**src/rtl/relu_result_collector.sv**
```systemverilog
// ---------------------------------------------------------------------------
// relu_result_collector
//   Collects (index, value) results from a relu_cell stream into one of two
//   CELL_AMOUNT-entry ping-pong banks. A bank that holds every index is
//   drained in index order as {valid, value} words using a valid/ready
//   handshake. While one bank drains, the other can fill.
//
// Ports
//   clk, reset      rising-edge clock, synchronous active-high reset
//   input_index     slot index of the incoming result
//   input_value     ReLU output value
//   input_enable    result present this cycle (no backpressure)
//   output_ready    downstream accepts output_data this cycle
//   output_data     [DATA_WIDTH]=valid, [DATA_WIDTH-1:0]=value
//   output_last     marks element CELL_AMOUNT-1 of a vector
//   range_error     sticky: enable with index >= CELL_AMOUNT
//   dup_error       sticky: write to an already-filled slot
//   overrun_error   sticky: write dropped, no bank free to fill
// ---------------------------------------------------------------------------

// ---------------------------------------------------------------------------
// relu_collector_bank
//   One storage bank: values, per-slot valid bits and the bank state
//   EMPTY -> FILLING -> FULL -> DRAINING -> EMPTY. The top decides when a
//   bank is written, starts draining, or is released.
//
// Ports
//   wr_i/slot_i/val_i  accepted write into this bank
//   start_i            bank selected by the drain side (FULL -> DRAINING)
//   release_i          last element handshaken (DRAINING -> EMPTY)
//   state_o            current bank state
//   vld_o              per-slot valid bits
//   data_o             stored values
//   complete_o         this cycle's write fills the final empty slot
// ---------------------------------------------------------------------------
module relu_collector_bank #(
  parameter int DATA_WIDTH  = 32,
  parameter int CELL_AMOUNT = 4,
  parameter int IDX_W       = 2
) (
  input  logic                                  clk,
  input  logic                                  reset,
  input  logic                                  wr_i,
  input  logic [IDX_W-1:0]                      slot_i,
  input  logic [DATA_WIDTH-1:0]                 val_i,
  input  logic                                  start_i,
  input  logic                                  release_i,
  output logic [1:0]                            state_o,
  output logic [CELL_AMOUNT-1:0]                vld_o,
  output logic [CELL_AMOUNT-1:0][DATA_WIDTH-1:0] data_o,
  output logic                                  complete_o
);
  localparam logic [1:0] ST_EMPTY   = 2'd0;
  localparam logic [1:0] ST_FILLING = 2'd1;
  localparam logic [1:0] ST_FULL    = 2'd2;
  localparam logic [1:0] ST_DRAIN   = 2'd3;

  logic [1:0]                             state_q, state_d;
  logic [CELL_AMOUNT-1:0]                 vld_q, vld_d;
  logic [CELL_AMOUNT-1:0][DATA_WIDTH-1:0] data_q, data_d;
  logic [CELL_AMOUNT-1:0]                 slot_oh;

  assign slot_oh    = CELL_AMOUNT'(1) << slot_i;
  // A rewrite of an already-valid slot never completes the bank.
  assign complete_o = wr_i & ~vld_q[slot_i] & (&(vld_q | slot_oh));

  always_comb begin
    state_d = state_q;
    vld_d   = vld_q;
    data_d  = data_q;
    if (wr_i) begin
      data_d[slot_i] = val_i;
      vld_d          = vld_q | slot_oh;
      state_d        = complete_o ? ST_FULL : ST_FILLING;
    end
    if (start_i) state_d = ST_DRAIN;
    if (release_i) begin
      state_d = ST_EMPTY;
      vld_d   = '0;
    end
  end

  always_ff @(posedge clk) begin
    if (reset) begin
      state_q <= ST_EMPTY;
      vld_q   <= '0;
      data_q  <= '0;
    end else begin
      state_q <= state_d;
      vld_q   <= vld_d;
      data_q  <= data_d;
    end
  end

  assign state_o = state_q;
  assign vld_o   = vld_q;
  assign data_o  = data_q;
endmodule

module relu_result_collector #(
  parameter int DATA_WIDTH  = 32,
  parameter int CELL_AMOUNT = 4
) (
  input  logic                  clk,
  input  logic                  reset,
  input  logic [DATA_WIDTH-1:0] input_index,
  input  logic [DATA_WIDTH-1:0] input_value,
  input  logic                  input_enable,
  input  logic                  output_ready,
  output logic [DATA_WIDTH:0]   output_data,
  output logic                  output_last,
  output logic                  range_error,
  output logic                  dup_error,
  output logic                  overrun_error
);
  localparam int IDX_W = (CELL_AMOUNT > 1) ? $clog2(CELL_AMOUNT) : 1;
  localparam int NB    = 2;

  localparam logic [1:0] ST_EMPTY   = 2'd0;
  localparam logic [1:0] ST_FILLING = 2'd1;
  localparam logic [1:0] ST_FULL    = 2'd2;
  localparam logic [1:0] ST_DRAIN   = 2'd3;

  localparam logic [IDX_W-1:0] LAST_IDX = IDX_W'(CELL_AMOUNT - 1);

  // bank outputs
  logic [NB-1:0][1:0]                             bank_st;
  logic [NB-1:0][CELL_AMOUNT-1:0]                 bank_vld;
  logic [NB-1:0][CELL_AMOUNT-1:0][DATA_WIDTH-1:0] bank_data;
  logic [NB-1:0]                                  bank_cmpl;
  logic [NB-1:0]                                  bank_wr, bank_start, bank_rel;

  // control state
  logic                  fill_sel_q, fill_sel_d;
  logic                  drain_sel_q, drain_sel_d;
  logic [IDX_W-1:0]      ptr_q, ptr_d;
  logic [DATA_WIDTH:0]   out_data_q, out_data_d;
  logic                  out_last_q, out_last_d;
  logic                  range_q, range_d;
  logic                  dup_q, dup_d;
  logic                  ovr_q, ovr_d;

  logic [IDX_W-1:0] slot, ptr_nxt;
  logic             in_range, fill_open, wr_ok;
  logic             xfer, last_xfer, draining, can_start, start_any, start_sel;
  logic             fill_done, other_free;

  assign in_range  = input_index < DATA_WIDTH'(CELL_AMOUNT);
  assign slot      = input_index[IDX_W-1:0];
  assign fill_open = (bank_st[fill_sel_q] == ST_EMPTY) || (bank_st[fill_sel_q] == ST_FILLING);
  assign wr_ok     = input_enable & in_range & fill_open;

  assign xfer      = out_data_q[DATA_WIDTH] & output_ready;
  assign last_xfer = xfer & (ptr_q == LAST_IDX);
  assign draining  = bank_st[drain_sel_q] == ST_DRAIN;
  assign ptr_nxt   = ptr_q + IDX_W'(1);
  // A new drain may begin when idle, or on the edge the current one finishes
  // so back-to-back vectors leave no bubble.
  assign can_start = ~draining | last_xfer;

  always_comb begin
    bank_start = '0;
    if (can_start) begin
      if (bank_st[0] == ST_FULL)      bank_start[0] = 1'b1;
      else if (bank_st[1] == ST_FULL) bank_start[1] = 1'b1;
    end
  end
  assign start_any = |bank_start;
  assign start_sel = bank_start[1];

  for (genvar b = 0; b < NB; b++) begin : g_bank
    assign bank_wr[b]  = wr_ok & (fill_sel_q == 1'(b));
    assign bank_rel[b] = last_xfer & (drain_sel_q == 1'(b));

    relu_collector_bank #(
      .DATA_WIDTH  (DATA_WIDTH),
      .CELL_AMOUNT (CELL_AMOUNT),
      .IDX_W       (IDX_W)
    ) u_bank (
      .clk        (clk),
      .reset      (reset),
      .wr_i       (bank_wr[b]),
      .slot_i     (slot),
      .val_i      (input_value),
      .start_i    (bank_start[b]),
      .release_i  (bank_rel[b]),
      .state_o    (bank_st[b]),
      .vld_o      (bank_vld[b]),
      .data_o     (bank_data[b]),
      .complete_o (bank_cmpl[b])
    );
  end

  // Fill bank moves on once it is complete (or already full) and the other
  // bank is, or is becoming, empty on this edge.
  assign fill_done  = bank_cmpl[fill_sel_q] || (bank_st[fill_sel_q] == ST_FULL) ||
                      (bank_st[fill_sel_q] == ST_DRAIN);
  assign other_free = (bank_st[~fill_sel_q] == ST_EMPTY) || bank_rel[~fill_sel_q];

  always_comb begin
    fill_sel_d  = fill_sel_q;
    drain_sel_d = drain_sel_q;
    ptr_d       = ptr_q;
    out_data_d  = out_data_q;
    out_last_d  = out_last_q;
    range_d     = range_q | (input_enable & ~in_range);
    ovr_d       = ovr_q   | (input_enable & in_range & ~fill_open);
    dup_d       = dup_q   | (wr_ok & bank_vld[fill_sel_q][slot]);

    if (fill_done && other_free) fill_sel_d = ~fill_sel_q;

    if (start_any) begin
      drain_sel_d = start_sel;
      ptr_d       = '0;
      out_data_d  = {1'b1, bank_data[start_sel][0]};
      out_last_d  = 1'b0;
    end else if (xfer && !last_xfer) begin
      ptr_d       = ptr_nxt;
      out_data_d  = {1'b1, bank_data[drain_sel_q][ptr_nxt]};
      out_last_d  = (ptr_nxt == LAST_IDX);
    end else if (last_xfer) begin
      ptr_d       = '0;
      out_data_d  = '0;
      out_last_d  = 1'b0;
    end
  end

  always_ff @(posedge clk) begin
    if (reset) begin
      fill_sel_q  <= 1'b0;
      drain_sel_q <= 1'b0;
      ptr_q       <= '0;
      out_data_q  <= '0;
      out_last_q  <= 1'b0;
      range_q     <= 1'b0;
      dup_q       <= 1'b0;
      ovr_q       <= 1'b0;
    end else begin
      fill_sel_q  <= fill_sel_d;
      drain_sel_q <= drain_sel_d;
      ptr_q       <= ptr_d;
      out_data_q  <= out_data_d;
      out_last_q  <= out_last_d;
      range_q     <= range_d;
      dup_q       <= dup_d;
      ovr_q       <= ovr_d;
    end
  end

  assign output_data   = out_data_q;
  assign output_last   = out_last_q;
  assign range_error   = range_q;
  assign dup_error     = dup_q;
  assign overrun_error = ovr_q;
endmodule
```
**config.mk**
```make
export PLATFORM = sky130hd
export DESIGN_NAME = relu_result_collector
export DESIGN_NICKNAME = d
export VERILOG_FILES = /design/src/rtl/relu_result_collector.sv
export SDC_FILE = /design/constraint.sdc
export NUM_CORES = 1
export LEC_CHECK = 0
export BUFFER_PORTS_ARGS = -buffer_cell sky130_fd_sc_hd__buf_4
export CAP_MARGIN = 5
export CORE_UTILIZATION = 45
export CTS_BUF_LIST = sky130_fd_sc_hd__clkbuf_16
export DETAILED_ROUTE_END_ITERATION = 8
export PLACE_DENSITY = 0.61
export SYNTH_ARGS = -nofsm -noshare
export SYNTH_HDL_FRONTEND = slang
export SYNTH_SLANG_ARGS = --single-unit
export TNS_END_PERCENT = 10
```
**constraint.sdc**
```tcl
create_clock -name clk -period 4.94 [get_ports clk]
set_clock_uncertainty 0.2 [all_clocks]
set_input_delay 0.494 -clock clk [delete_from_list [all_inputs] [get_ports clk]]
set_output_delay 0.494 -clock clk [all_outputs]
set_load 0.01 [all_outputs]
```
==> key figures, run 1 <==
Synthesis
  • Netlist Area Pre-Place: 14700 sq um
  • Main synth FF type: dfxtp_1
  • Post-synthesis register bit count: 309
  • Post-synth top area share: 42.1%
  • Top-count cell post-synth: mux2i_1
  • Post-synth EDFFs: 0
  • Async set-or-reset flop fraction in the synthesized netlist: 0%
  • Yosys warns: 0
  • Top cells by count, synth: mux2i_1, dfxtp_1, nand2b_1
  • Seq/Total Area, Yosys: 42.1%
  • Mapped Cells: 1481
  • Synth Net Count: 1551
  • Synth cell types: 46
  • Top cells by area, synth: dfxtp_1, mux2i_1, nand2b_1
  • Syn_area_per_cell: 9.93 sq um
  • Dominant cell type by area after synthesis: dfxtp_1

Clock network
  • # clock sinks: 309
  • Post-CTS setup buffers: 0
  • CTS max path bufs: 3
  • Clk_lat worst skew: 0.52 ns
  • CTS clk-pin slew, worst paths: 0.06 ns
  • Hold buffer count at cts: 0
  • Htree depth: 2
  • CTS tree: yes
  • CTS Buf Count: 36
  • Root Buffer Master: clkbuf_16
  • CTS resizes: 0

Layout
  • # diodes: 0
  • Nets@finish: 1600
  • Cell Count, Final, Fillers Out: 1988
  • Layout cells sized above 1: around 13%
  • P&R area growth vs syn: 14.3%
  • Finished Cell Area: between 15000 and 20000 sq um

Global route
  • Largest net degree at the start of global routing: about 140
  • Met1 Use GR: a little under a third
  • Met2 usage: 36.5%
  • First-pass GRT wire length: 59.7 mm
  • Gr ovfl total: 0
  • Vias in the first global route: 10600
  • Gr busiest metal: met2
  • GR Util met3: 2.94%
  • GRT Overall Usage: between 20% and 30%
  • Initial antenna violation count: 0

STA
  • Final worst setup slack: 1.94 ns
  • RSZ-0062 raised after global routing: false
  • Slew HR: 26.1%
  • Pins over their slew limit: 0
  • Setup TNS: 0 ns
  • Final period util: 60.8%
  • Minimum clock period: about 3 ns
  • Fmax: 333 MHz
  • Final Hold Violating Endpoints: 0
  • Worst slew pin tran: 1.11 ns
  • Final setup vio count: 0

Setup path
  • WS Path Type: reg2reg
  • Element type at the critical path end: flop
  • Req. time, crit path: 5.09 ns
  • Crit start category: flop
  • Crit path max fanout: 18
  • Worst EP arrival: 3.15 ns

Power
  • Power, Total: 0.00515 W
  • Net Sw Frac: 22.0%
  • Pint: approximately 0.004 W
  • Worst VDD drop: approximately 180 uV
  • Clock power frac: 48.4%
  • Flop pwr share: 48.4%
  • Pwr dens: 306 nW/um^2
  • Combinational Power Share: 3.2%
  • Psw: 0.00113 W
  • P_leak: 5.64 nW

Floorplan
  • Die footprint: 33400 sq um
  • Die width: 183 microns
  • Initial Utilization: 46.1%
  • Area of the core: 31900 sq um
  • Site Rows: 65
  • DIE HEIGHT: 183 microns
  • I/O pin total: between 100 and 150

Placed design
  • Pre-CTS WS: 1.74 ns
  • Post-DP HPWL: 21.5 mm
  • DP Area: between 15000 and 20000 sq um
  • GP Congestion: approximately 0.75
  • PortBufs: 104
  • Dpl cells: just under 2000

Run status
  • Status: complete, no violations

Drt
  • Antenna-violating nets left: 0
  • Routed WL: roughly 38 mm
  • Starting DRT DRC Count: 690
  • Via density: 5.46
  • 1st-pass router iterations: 7
  • Remaining DRCs: 0
  • Routed len/inst: about 19 microns
  • Total number of vias: between 10000 and 15000

Run
  • Max Cap Violations: 0

Worst hold path
  • Worst min-delay path category: in2reg
==> critical path, cell delays in order, from the launching register on <==
cell and delay (ns):
dfxtp_1 0.54, ha_1 0.35, nand4_1 0.18, a21boi_4 0.81
buf_12 0.29, mux2i_1 0.25, o211a_1 0.16, nor3_1 0.05
==> final timing paths <==
kind                   startpoint                     endpoint  slack, ns  cells past startpoint
setup / recovery         ptr_q[0]              output_data[12]       1.94                      7
hold / removal    input_value[24]  g_bank[1].u_bank.data_o[56]       0.06                      3
setup reg to reg         ptr_q[0]              output_data[12]       1.94                      7
hold reg to reg       range_error                  range_error       0.25                      2
==> cell type report <==
type / count / area [sq um]
clock buffers: 37 / 926
clock inverters: 24 / 163
fillers: 2934 / 15100
inverters: 6 / 22.5
multi-input cells: 1049 / 7940
flip-flops and latches: 309 / 6190
well taps: 435 / 544
repair buffers: 128 / 1030
==> power groups by stage <==
| stage | logic (W) | registers [W] | clock network [W] |
|---|---|---|---|
| CTS | 0.000166 | 0.00249 | 0.00254 |
| floorplan | 0.0000781 | 0.00255 | 0 |
| global route | 0.000178 | 0.00249 | 0.00265 |
| global placement | 0.000165 | 0.00255 | 0 |
| finish | 0.000165 | 0.00249 | 0.00249 |
| detailed placement | 0.000166 | 0.00255 | 0 |
==> placed cells by master, fill, tap and decap left out, types with 2 or more instances in the layout <==
cell type	n
and3_1	2
a21boi_0	2
nand3_1	33
nor3_1	38
mux4_2	2
mux2i_1	387
ha_1	2
inv_6	3
nand3b_1	2
buf_4	122
o21a_1	12
nor2_1	137
nor2b_1	3
nand4b_1	2
dfxtp_1	308
o22ai_1	3
nor4_2	5
a22oi_1	64
clkinv_1	7
nand2_1	73
nor2b_4	2
or4b_2	2
o211a_1	33
inv_1	14
buf_12	5
or2_2	2
nor4_1	2
clkbuf_16	37
clkinv_2	4
a21oi_1	40
bufinv_16	2
nand4_4	2
nor4_4	10
nand2b_1	168
o21ai_0	2
a31oi_1	3
==> metal layers <==
layer,vias up,part of all wire (%)
met4,0,1.8
met3,61,4.5
met2,239,45
li1,5309,-
met5,-,0
met1,5245,49
==> cells by family (layout without fill, tap and decap cells) <==
logic type	count (synthesis)	after routing	share of synthesized area [%]
flops	309	309	42.1
mux	390	390	26.7
buf+inv	123	195	4.42
fa+ha+maj	2	2	0.170
simple gates	489	489	18.2
compound gates	168	168	8.40
==> stage by stage <==
step / hold WS, ns / util [%]
final: 0.0575 / 52.7
after global routing: 0.0472 / 52.7
after CTS: 0.0408 / 52.7
after detailed placement: 0.239 / 49.3
after global placement: 0.237 / 49.3
after floorplan: 0.236 / -
==> state kept, by name (all words and copies together), names as in the netlist, 2 cells and up <==
signal and flops:
g_bank.u_bank.data_o 256, output_data 33, g_bank.u_bank.vld_o 8, g_bank.u_bank.state_o 4
ptr_q 2
Power figures use the tool's default switching activity.
==> run 2: changes to the inputs <==
--- a/config.mk
+++ b/config.mk
@@ -10,7 +10,7 @@
 export CORE_UTILIZATION = 45
 export CTS_BUF_LIST = sky130_fd_sc_hd__clkbuf_16
 export DETAILED_ROUTE_END_ITERATION = 8
-export PLACE_DENSITY = 0.61
+export PLACE_DENSITY = 0.64
 export SYNTH_ARGS = -nofsm -noshare
 export SYNTH_HDL_FRONTEND = slang
 export SYNTH_SLANG_ARGS = --single-unit
==> constraint.sdc (replaced) <==
create_clock -name clk -period 2.6 [get_ports clk]
set_clock_uncertainty 0.2 [all_clocks]
set_input_delay 0.26 -clock clk [delete_from_list [all_inputs] [get_ports clk]]
set_output_delay 0.26 -clock clk [all_outputs]
set_load 0.01 [all_outputs]
==> key figures, run 2 (same netlist as run 1, synthesis figures left out) <==
Run status
  • Status: complete, no violations

Floorplan
  • I/O pin total: around 110
  • Initial Utilization: 46.1%
  • Area of the core: about 32000 sq um
  • DIE HEIGHT: 183 microns
  • Die footprint: around 33000 sq um
  • Site Rows: 65
  • Die width: around 180 microns

Clock network
  • # clock sinks: slightly above 300
  • CTS resizes: 0
  • CTS clk-pin slew, worst paths: 0.06 ns
  • CTS tree: yes
  • CTS max path bufs: 3
  • Htree depth: 2
  • Clk_lat worst skew: 0.52 ns
  • CTS Buf Count: 35
  • Root Buffer Master: clkbuf_16

STA
  • RSZ-0062 raised after global routing: false
  • Fmax: 422 MHz
  • Setup TNS: 0 ns
  • Final Hold Violating Endpoints: 0
  • Final setup vio count: 0
  • Worst slew pin tran: 0.689 ns
  • Final period util: 91.1%
  • Pins over their slew limit: 0
  • Minimum clock period: 2.37 ns
  • Slew HR: 54.1%

Drt
  • Routed len/inst: 18.7 microns
  • Starting DRT DRC Count: 797
  • 1st-pass router iterations: 5
  • Remaining DRCs: 0
  • Total number of vias: 11100
  • Routed WL: approximately 38 mm
  • Antenna-violating nets left: 0
  • Via density: 5.42

Setup path
  • Crit path max fanout: 34
  • Worst EP arrival: approximately 2.6 ns
  • Worst Path Buf+Inv: 2
  • Crit path max-delay family: buffers and inverters
  • WS Path Type: reg2reg
  • Crit start category: flop
  • Req. time, crit path: around 2.8 ns
  • Critical-path top delay cell: dfxtp_1
  • Slowest Stage Delay on Critical Path: 0.32 ns
  • Element type at the critical path end: flop
  • Critical-path cell list: buf_4 -> ha_1 -> nand4_1 -> a21boi_4 -> buf_12 -> mux2i_1 -> o211a_1 -> nor3_1

Layout
  • Finished Cell Area: 17500 sq um
  • FILL cells: approximately 2900
  • Nets@finish: 1653
  • Commonest cells after routing, fill and taps aside: mux2i_1, dfxtp_1, nand2b_1
  • Number of flip-flops in the largest register: 256
  • Layout cells sized above 1: 14.2%
  • Cell Count, Final, Fillers Out: 2045
  • Commonest non-fill, non-tap cell in the layout: mux2i_1
  • P&R area growth vs syn: 18.7%

Placed design
  • GP Congestion: ~0.74
  • PortBufs: 104
  • Dpl cells: 1947
  • Post-DP HPWL: 21.9 mm
  • DP Area: between 15000 and 20000 sq um

Global route
  • Largest net degree at the start of global routing: 88
  • Met2 usage: 36.7%
  • GR Util met3: 2.80%
  • GRT Overall Usage: 23.0%
  • Met1 Use GR: ~33%
  • Gr busiest metal: met2
  • Vias in the first global route: 10900
  • First-pass GRT wire length: 60.7 mm
  • Gr ovfl total: 0
  • Initial antenna violation count: 1

Run
  • Max Cap Violations: 0

Worst hold path
  • Worst min-delay path category: in2reg

Power
  • Pwr dens: 550 nW/um^2
  • Power, Total: 0.00960 W
  • P_leak: 5.94 nW
  • Worst VDD drop: between 300 and 400 uV
run 2: through the flow:
| step | setup WS, ns | utilization [%] | hold WS, ns |
|---|---|---|---|
| final | 0.231 | 54.8 | 0.0264 |
| after global routing | 0.0464 | 54.8 | 0.0427 |
| after CTS | 0.252 | 54.8 | 0.0148 |
| after detailed placement | 0.0858 | 50.5 | 0.241 |
| after global placement | 0.160 | 50.5 | 0.240 |
| after floorplan | 0.389 | - | 0.196 |
run 2: final timing paths:
check,slack [ns],cells past startpoint,start,to
setup / recovery,0.23,8,ptr_q[0],output_data[28]
hold / removal,0.03,4,input_index[0],dup_error
hold reg to reg,0.25,2,g_bank[1].u_bank.data_o[41],g_bank[1].u_bank.data_o[41]
setup reg to reg,0.23,8,ptr_q[0],output_data[28]
run 2: cell type report:
type | instances | area (sq um) | area share [%]
timing repair buffer | 182 | 1730 | 9.92
multi-input combinational | 1049 | 7940 | 45.4
clock buffer | 36 | 901 | 5.16
sequential | 309 | 6190 | 35.4
antenna | 1 | 2.50 | 0.0143
inverter | 6 | 22.5 | 0.129
tap | 435 | 544 | 3.12
clock inverter | 27 | 135 | 0.774
run 2: what timing repair did:
item / CTS / global route
endpoints found under the hold margin: 258 / 0
buffers inserted: 0 / 0
hold buffers: 34 / 0
run 2: per-layer routing:
layer / up-vias / share of wire [%]
li1: 5432 / -
met1: 5356 / 49
met2: 251 / 45
met3: 47 / 4.3
met4: 0 / 1.6
met5: - / 0
run 2: worst register-to-register path, stage by stage (launching register included):
cell	delay (ns)
dfxtp_1	0.32
buf_4	0.17
ha_1	0.30
nand4_1	0.19
a21boi_4	0.19
buf_12	0.31
mux2i_1	0.27
o211a_1	0.21
nor3_1	0.06
run 2: power by group:
group	total [W]	internal (W)	switching (W)
Combinational	0.000364	0.000173	0.000191
Clock	0.00450	0.00252	0.00199
Sequential	0.00473	0.00473	0.000000544
